### config.mk
export PLATFORM = sky130hd
export DESIGN_NAME = instr_fetch
export DESIGN_NICKNAME = d
export VERILOG_FILES = /design/src/rtl/core_pkg.sv /design/src/rtl/fetch_fifo.sv /design/src/rtl/instr_fetch.sv
export SDC_FILE = /design/constraint.sdc
export NUM_CORES = 1
export LEC_CHECK = 0
export CAP_MARGIN = 10
export CORE_ASPECT_RATIO = 1.25
export CORE_MARGIN = 3
export CORE_UTILIZATION = 46
export CTS_BUF_LIST = sky130_fd_sc_hd__clkbuf_16
export CTS_CLUSTER_SIZE = 14
export DETAILED_ROUTE_END_ITERATION = 12
export GPL_ROUTABILITY_DRIVEN = 0
export PLACE_DENSITY = 0.83
export SETUP_SLACK_MARGIN = 0.2
export SLEW_MARGIN = 20
export SYNTH_ARGS = -nofsm -noshare
export SYNTH_HDL_FRONTEND = slang
export SYNTH_SLANG_ARGS = --single-unit
### constraint.sdc
create_clock -name clk -period 2 [get_ports clk]
set_clock_uncertainty 0.15 [all_clocks]
set_input_delay 0.5 -clock clk [delete_from_list [all_inputs] [get_ports clk]]
set_output_delay 0.5 -clock clk [all_outputs]
set_load 0.02 [all_outputs]
### src/rtl/core_pkg.sv
// Shared core definitions: datapath widths, PC step and the fetch packet
// handed from the fetch stage to decode.
package core_pkg;

    localparam int unsigned XLEN    = 32;
    localparam int unsigned INSTR_W = 32;
    localparam int unsigned PC_STEP = 4;

    // One fetched instruction together with the byte PC it came from.
    typedef struct packed {
        logic [XLEN-1:0]    pc;
        logic [INSTR_W-1:0] instr;
    } fetch_pkt_t;

    // Word-align a byte address by clearing the two low bits.
    function automatic logic [XLEN-1:0] word_align(input logic [XLEN-1:0] addr);
        return addr & ~XLEN'(3);
    endfunction

endpackage

### src/rtl/fetch_fifo.sv
// Small synchronous FIFO of fetch packets with flush. The head entry is
// presented combinationally; push and pop may coincide even when full
// because the slot being written is the one being popped this cycle.
module fetch_fifo
    import core_pkg::*;
#(
    parameter int unsigned DEPTH = 2,
    parameter int unsigned PTR_W = (DEPTH > 1) ? $clog2(DEPTH) : 1,
    parameter int unsigned CNT_W = $clog2(DEPTH + 1)
) (
    input  logic             clk,
    input  logic             rst_n,
    input  logic             push_i,
    input  logic             pop_i,
    input  logic             flush_i,
    input  fetch_pkt_t       wdata_i,
    output fetch_pkt_t       rdata_o,
    output logic [CNT_W-1:0] count_o
);

    fetch_pkt_t       mem_q [DEPTH];
    logic [PTR_W-1:0] wr_ptr_q, wr_ptr_d;
    logic [PTR_W-1:0] rd_ptr_q, rd_ptr_d;
    logic [CNT_W-1:0] count_q, count_d;
    logic             wr_en;

    assign wr_en   = push_i && !flush_i;
    assign rdata_o = mem_q[rd_ptr_q];
    assign count_o = count_q;

    // Next pointer/occupancy: flush empties the queue and rewinds both pointers.
    always_comb begin
        wr_ptr_d = wr_ptr_q;
        rd_ptr_d = rd_ptr_q;
        count_d  = count_q;
        if (flush_i) begin
            wr_ptr_d = '0;
            rd_ptr_d = '0;
            count_d  = '0;
        end else begin
            if (push_i) begin
                wr_ptr_d = wr_ptr_q + 1'b1;
            end
            if (pop_i) begin
                rd_ptr_d = rd_ptr_q + 1'b1;
            end
            case ({push_i, pop_i})
                2'b10:   count_d = count_q + 1'b1;
                2'b01:   count_d = count_q - 1'b1;
                default: count_d = count_q;
            endcase
        end
    end

    // Pointer and occupancy registers.
    always_ff @(posedge clk or negedge rst_n) begin
        if (!rst_n) begin
            wr_ptr_q <= '0;
            rd_ptr_q <= '0;
            count_q  <= '0;
        end else begin
            wr_ptr_q <= wr_ptr_d;
            rd_ptr_q <= rd_ptr_d;
            count_q  <= count_d;
        end
    end

    // Entry storage; written at the write pointer on every accepted push.
    always_ff @(posedge clk or negedge rst_n) begin
        if (!rst_n) begin
            for (int unsigned i = 0; i < DEPTH; i++) begin
                mem_q[i] <= '0;
            end
        end else if (wr_en) begin
            mem_q[wr_ptr_q] <= wdata_i;
        end
    end

endmodule

### src/rtl/instr_fetch.sv
// Instruction fetch stage: owns the PC, addresses the ROM, and buffers
// {pc, instr} pairs for decode. Redirects replace the PC and flush the
// buffer; fetch resumes at the target on the following cycle.
module instr_fetch
    import core_pkg::*;
#(
    parameter logic [XLEN-1:0] RESET_PC = 32'h0000_0000,
    parameter int unsigned     DEPTH    = 2
) (
    input  logic               clk,
    input  logic               rst_n,
    output logic [XLEN-1:0]    rom_addr,
    input  logic [INSTR_W-1:0] rom_data,
    input  logic               redirect_valid,
    input  logic [XLEN-1:0]    redirect_pc,
    output logic               out_valid,
    input  logic               out_ready,
    output logic [INSTR_W-1:0] out_instr,
    output logic [XLEN-1:0]    out_pc
);

    localparam int unsigned      CNT_W = $clog2(DEPTH + 1);
    localparam logic [CNT_W-1:0] FULL  = CNT_W'(DEPTH);

    logic [XLEN-1:0]  pc_q, pc_d;
    logic [CNT_W-1:0] count;
    logic             push, pop, flush;
    fetch_pkt_t       wr_pkt, head_pkt;

    assign rom_addr = {2'b00, pc_q[XLEN-1:2]};

    // Handshake: a pop alongside a redirect is still consumed by decode,
    // but the flush wins inside the FIFO and no new fetch is pushed.
    always_comb begin
        pop   = out_valid && out_ready;
        flush = redirect_valid;
        push  = !redirect_valid && ((count < FULL) || pop);
    end

    // Next PC: redirect target, else advance on each accepted fetch.
    always_comb begin
        pc_d = pc_q;
        if (redirect_valid) begin
            pc_d = word_align(redirect_pc);
        end else if (push) begin
            pc_d = pc_q + XLEN'(PC_STEP);
        end
    end

    // Program counter register.
    always_ff @(posedge clk or negedge rst_n) begin
        if (!rst_n) begin
            pc_q <= RESET_PC;
        end else begin
            pc_q <= pc_d;
        end
    end

    assign wr_pkt = '{pc: pc_q, instr: rom_data};

    fetch_fifo #(
        .DEPTH (DEPTH)
    ) u_fifo (
        .clk     (clk),
        .rst_n   (rst_n),
        .push_i  (push),
        .pop_i   (pop),
        .flush_i (flush),
        .wdata_i (wr_pkt),
        .rdata_o (head_pkt),
        .count_o (count)
    );

    assign out_valid = (count != '0);
    assign out_instr = head_pkt.instr;
    assign out_pc    = head_pkt.pc;

endmodule

Yosys cells after proc, flatten, opt, wreduce, memory -nomap -nowiden. Index checks and enable logic that the tools add are counted.

Latch bits: 0. Input bits: 68. Memory bits (writable): 0. Output and inout port bits: 97. Memories kept: 0. Logic and storage cells: 45. Register bits after elaboration: 164. Memory bits (read-only): 0.

Shifts and indexed selects: 0. Order comparisons: 4. Add/sub/neg operators: 5. $mul: 0. Reductions and logical operators: 10. Eq/ne operators: 2. Div/mod/pow operators: 0. Mux-type cells: 14. Bitwise logic cells: 2.

Operator list (number): $mux 64 (4); $bwmux 128 (1); $demux 64 s1 (1); $mux 32 (2); $add 32x3->32 const B (1); $reduce_bool 2->1 (3); $ge 2x2->1 const B (2); $logic_and 1x1->1 (4); $mux 1 (4); $not 1->2 (2); $pmux 2 s2 (1); $reduce_bool 3->1 (1); $add 1x1->1 const B (2); $add 2x1->2 const B (1); $eq 2x1->1 const B (1); $eq 2x2->1 const B (1); $lt 2x1->1 const B (1); $lt 2x2->1 const B (1); $mux 2 (1); $sub 2x1->2 const B (1); $logic_not 1->1 (1); $logic_or 1x1->1 (1).

Depth between registers and ports, before layout.
Depth in word-level cells: 7. Gate-level depth with buffers: 7. Gate-level depth less buffers: 5.

Cells and area by module. Synthesis repeated with hierarchy kept, for this count alone.

Cell total of the unflattened synthesis: 550. Area total of the unflattened synthesis: 7756.2 µm².

Modules (own cells, without submodules): fetch_fifo (cells an instance 359, sequential area each 3303.2 µm², times used 1, area each 6033.3 µm²); instr_fetch (cells an instance 191, sequential area each 750.7 µm², times used 1, area each 1722.9 µm²).

Least setup slack after synthesis. No wires, ideal clock.

Kind: register -> register. Start point: register pc_q[2]. End point: register pc_q[20]. Stages on the path, launching flop included: 7. Path buffers: 1. Data required time: 1.768 ns. Slack: -0.034 ns. Clock period less this slack: 2.034 ns. Arrival time: 1.802 ns. Setup time: 0.082 ns. Cells stage by stage: dfrtp_1 > ha_1 > and2_1 > clkbuf_1 > nand2_1 > or4_1 > a31oi_1.

Cells in the longest elaborated chain, start to end: 3.

RTL lines: start: declaration (RTL line instr_fetch.sv:25) `logic [XLEN-1:0] pc_q, pc_d;`; start signal: assignment (RTL line instr_fetch.sv:55) `pc_q <= pc_d;`; $add 32x3->32 (RTL line instr_fetch.sv:46) `pc_d = pc_q + XLEN'(PC_STEP);`; $mux 32 (RTL line instr_fetch.sv:45) `end else if (push) begin`; $mux 32 (RTL line instr_fetch.sv:43) `if (redirect_valid) begin`.

No other way between the ends. The select of a mux whose other input is x is not followed. A chain may end at the register's enable or synchronous reset.

Worst setup path after layout.
Start point: register u_fifo.rd_ptr_q. End point: output port out_pc[14].

Cells in the longest elaborated chain, start to end: 4.

RTL lines: start: declaration (RTL line fetch_fifo.sv:23) `logic [PTR_W-1:0] rd_ptr_q, rd_ptr_d;`; start signal: assignment (RTL line fetch_fifo.sv:63) `rd_ptr_q <= rd_ptr_d;`; $not 1->2 (not written as such) (RTL line fetch_fifo.sv:28) `assign rdata_o = mem_q[rd_ptr_q];`; $mux 64 (not written as such) (3 in series) (RTL line fetch_fifo.sv:28); end: declaration (RTL line instr_fetch.sv:19) `output logic [XLEN-1:0] out_pc`.

No other way between the ends. The select of a mux whose other input is x is not followed.

==> out/qor.yml <==
status:
  run_status: "complete, but fails checks"
  violations: "negative setup slack"
critical_path:
  cp_top_family: "buffers and inverters"
  path_cells: "buf_6 -> clkbuf_16 -> mux2_4 -> buf_6"
  worstPathRequired_ns: 1.35
  arrival_ns: 1.65
  start_kind: "register"
  slowest_stage: "dfrtp_2"
  cp_max_fo: 6
  regToRegStartpoint: "pc_q[8]$_DFFE_PN0P_"
  worst-setup-path-type: "register to output port"
  cp_num_buf_inv: 3
  cp_num_cells: 4
  reg2regPathDepth: 5
  r2r-end: "pc_q[18]$_DFFE_PN0P_"
  cpPeakStageDelay_ns: 0.44
  r2r_setup_slack_ns: 0.09
  critPathMostFrequentCell: "buf_6"
  end_kind: "output port"
timing:
  tns_ns: -16.25
  report.final.slew_viol_count: 0
  post-route-min-period_ns: 2.30
  timing.fmax_ghz: 0.435
  hold_ws_ns: 0.346
  setup_viol: 62
  rsz0062_at_grt: "yes"
  hold_viol_final: 0
  setup_ws_ns: -0.301
  layout_worst_path_cycle_share_pct: 115
placed_design:
  placed_cell_area_um2: 9720
  dpl_worst_slack_ns: -0.488
  port_buffers: 158
  dpl.cell_count: 962
  dp.final_hpwl_um: 13300
die:
  dieWidth_um: 120
  dieArea_um2: 17700
  die_h_um: 148
  initial_utilization_pct: 47.3
  io_pins: 165
  core_area_um2: 15700
  rows: 51
detailed_routing:
  vias_per_cell: 5.79
  route.detailed.drc: 0
  first_pass_iters: 5
  dr.first_iter.drc_count: 488
  wl_per_cell_um: 23.2
  via_count: 6198
  ant_nets: 0
  drt-total-wl_um: 24800
global_route:
  grt_pass1_wl_um: 32400
  antenna_found_initial: 0
  grt_max_degree: 48
  use_met2_pct: 40.3
  grt_pass1_vias: 6202
  grtUsageMet3_pct: 5.55
  met1_usage_pct: 27.3
  grt-busiest-layer: "met2"
  grt_remaining_overflow: 0
  grt_usage_pct: 23.1
clocking:
  cts-buffers-inserted: 17
  clock_path_buffers: 2
  htreeDepth: 4
  clkSinkCount: 158
  root_buffer: "clkbuf_16"
  cts_tree: "built"
  clk_pin_slew_ns: 0.06
  insertion_delay_ns: 0.43
final_layout:
  nets: 915
  diodes: 0
  final_area_um2: 11700
  final_util_pct: 74.8
  drive_above_1_share_pct: 58.3
  final_cells: 1071
  syn2layout_area_growth_pct: 58.2
synth:
  syn_area_um2: 7420
  synth_cells: 578
  seq_area_frac_synth_pct: 53.3
  ys_warn_count: 0
  synth.avg_cell_area_um2: 12.8
  yosysUniqueCellTypes: 43
  synth-seq-cells: 158
power_and_ir_drop:
  p_per_area_nw_per_um2: 1020
  p_leak_nw: 5.18
  power_mw: 12.0
  vdd_drop_max_v: 0.000731
min_path:
  min_to: "u_fifo.count_o[0]$_DFFE_PN0P_"
  hp-class: "primary input to register"
  hp-start: "out_ready"
  hold_depth: 2
run:
  maxCapViolations: 0
-- final cells by class --
| cell class | count | area [µm²] |
|---|---|---|
| flip-flops and latches | 158 | 3990 |
| fillers | 914 | 3960 |
| multi-input cells | 374 | 3880 |
| repair buffers | 290 | 3000 |
| clock buffers | 17 | 425 |
| well taps | 212 | 265 |
| clock inverters | 15 | 156 |
| inverters | 5 | 18.8 |
-- placed cells by master, fill, tap and decap left out, drive strengths merged, types with 2 or more instances in the layout --
master	n
nand2b	2
mux2	186
xnor2	5
bufinv	3
inv	7
and3	9
nor3	2
o211ai	2
clkdlybuf4s50	62
nand4	16
o31ai	12
xor2	5
clkinvlp	3
conb	4
clkdlybuf4s15	3
a21oi	4
clkinv	7
dfrtp	158
o31a	3
and2	5
a31oi	12
o311ai	2
or4	14
nand2	24
nor2b	3
or3	2
clkbuf	24
buf	215
o21ai	11
nor3b	3
nor2	17
nand3	17
and4	4
dlygate4sd2	2
-- cell families (layout without fill, tap and decap cells) --
logic type | after synthesis | count (layout) | share of synthesized area, %
XOR/XNOR | 10 | 10 | 1.18
flip-flops | 158 | 158 | 53.3
AO/OA/AOI/OAI | 50 | 50 | 4.50
multiplexers | 187 | 187 | 28.4
adder cells (fa/ha/maj) | 1 | 1 | 0.169
AND/OR/NAND/NOR | 120 | 122 | 9.13
other | 1 | 4 | 0.0506
buffers and inverters | 51 | 327 | 3.29
-- how the worst max path moves through the flow --
stage | start | end
after floorplan | pc_q[16]$_DFFE_PN0P_ | pc_q[27]$_DFFE_PN0P_
after global placement | out_ready | u_fifo.mem_q[121]$_DFFE_PN0P_
after detailed placement | out_ready | u_fifo.mem_q[92]$_DFFE_PN0P_
after CTS | u_fifo.rd_ptr_q$_DFFE_PN0P_ | out_pc[9]
after global routing | u_fifo.rd_ptr_q$_DFFE_PN0P_ | out_instr[2]
final | u_fifo.rd_ptr_q$_DFFE_PN0P_ | out_pc[14]
-- per-layer routing --
metal	share of wire [%]	vias to the layer above
li1	-	2650
met2	52	324
met5	0	-
met1	38	3140
met3	5.6	84
met4	4.1	0
-- synth_stat cells --
master / n / area (µm²)
nand3_1: 17 / 85.1
a21oi_1: 4 / 20.0
nand4_4: 1 / 21.3
or3_1: 2 / 12.5
o21ai_0: 11 / 55.1
dfrtp_1: 158 / 3950
nor2b_1: 3 / 18.8
nor2_1: 17 / 63.8
nor4_1: 1 / 6.26
a22o_1: 1 / 8.76
or4b_2: 1 / 10.0
nor3b_1: 3 / 22.5
o311ai_0: 2 / 17.5
nand3b_1: 1 / 7.51
nand2b_1: 2 / 12.5
buf_2: 15 / 75.1
buf_1: 6 / 22.5
and4_1: 4 / 35.0
or2_2: 1 / 6.26
o31a_1: 3 / 26.3
xor2_1: 5 / 43.8
a31oi_1: 12 / 75.1
o311a_1: 1 / 10.0
o41ai_1: 1 / 8.76
a22oi_1: 1 / 7.51
o31ai_1: 12 / 90.1
clkbuf_1: 18 / 67.6
nand4_1: 13 / 81.3
buf_4: 5 / 37.5
conb_1: 1 / 3.75
mux2_2: 186 / 2090
or4_1: 14 / 105
nor3_1: 2 / 10.0
and3_2: 1 / 7.51
o211ai_1: 2 / 15.0
ha_1: 1 / 12.5
buf_6: 2 / 22.5
inv_1: 5 / 18.8
nand2_1: 24 / 90.1
and2_1: 5 / 31.3
xnor2_1: 5 / 43.8
and3_1: 8 / 50.1
mux2i_1: 1 / 10.0
-- registers in the layout (all words and copies together), names as in the netlist --
| name | cells |
|---|---|
| u_fifo.mem_q | 124 |
| pc_q | 30 |
| u_fifo.count_o | 2 |
| u_fifo.rd_ptr_q | 1 |
| u_fifo.wr_ptr_q | 1 |
-- timing repair --
item                                    in CTS  in global routing
endpoints found under the setup margin     240                194
gates resized for setup                    445                241
gates cloned                                 4                  9
endpoints found under the hold margin       38                  0
buffers inserted                            32                 31
pin swaps                                   16                 21
hold buffers                                 1                  0
-- power by group --
group | internal (mW) | total [mW] | switching, mW
clock | 1.93 | 3.22 | 1.29
combinational | 2.49 | 4.34 | 1.85
sequential | 3.93 | 4.44 | 0.502
total | 8.36 | 12.0 | 3.65
No activity file was read; power rests on OpenSTA's default activity.
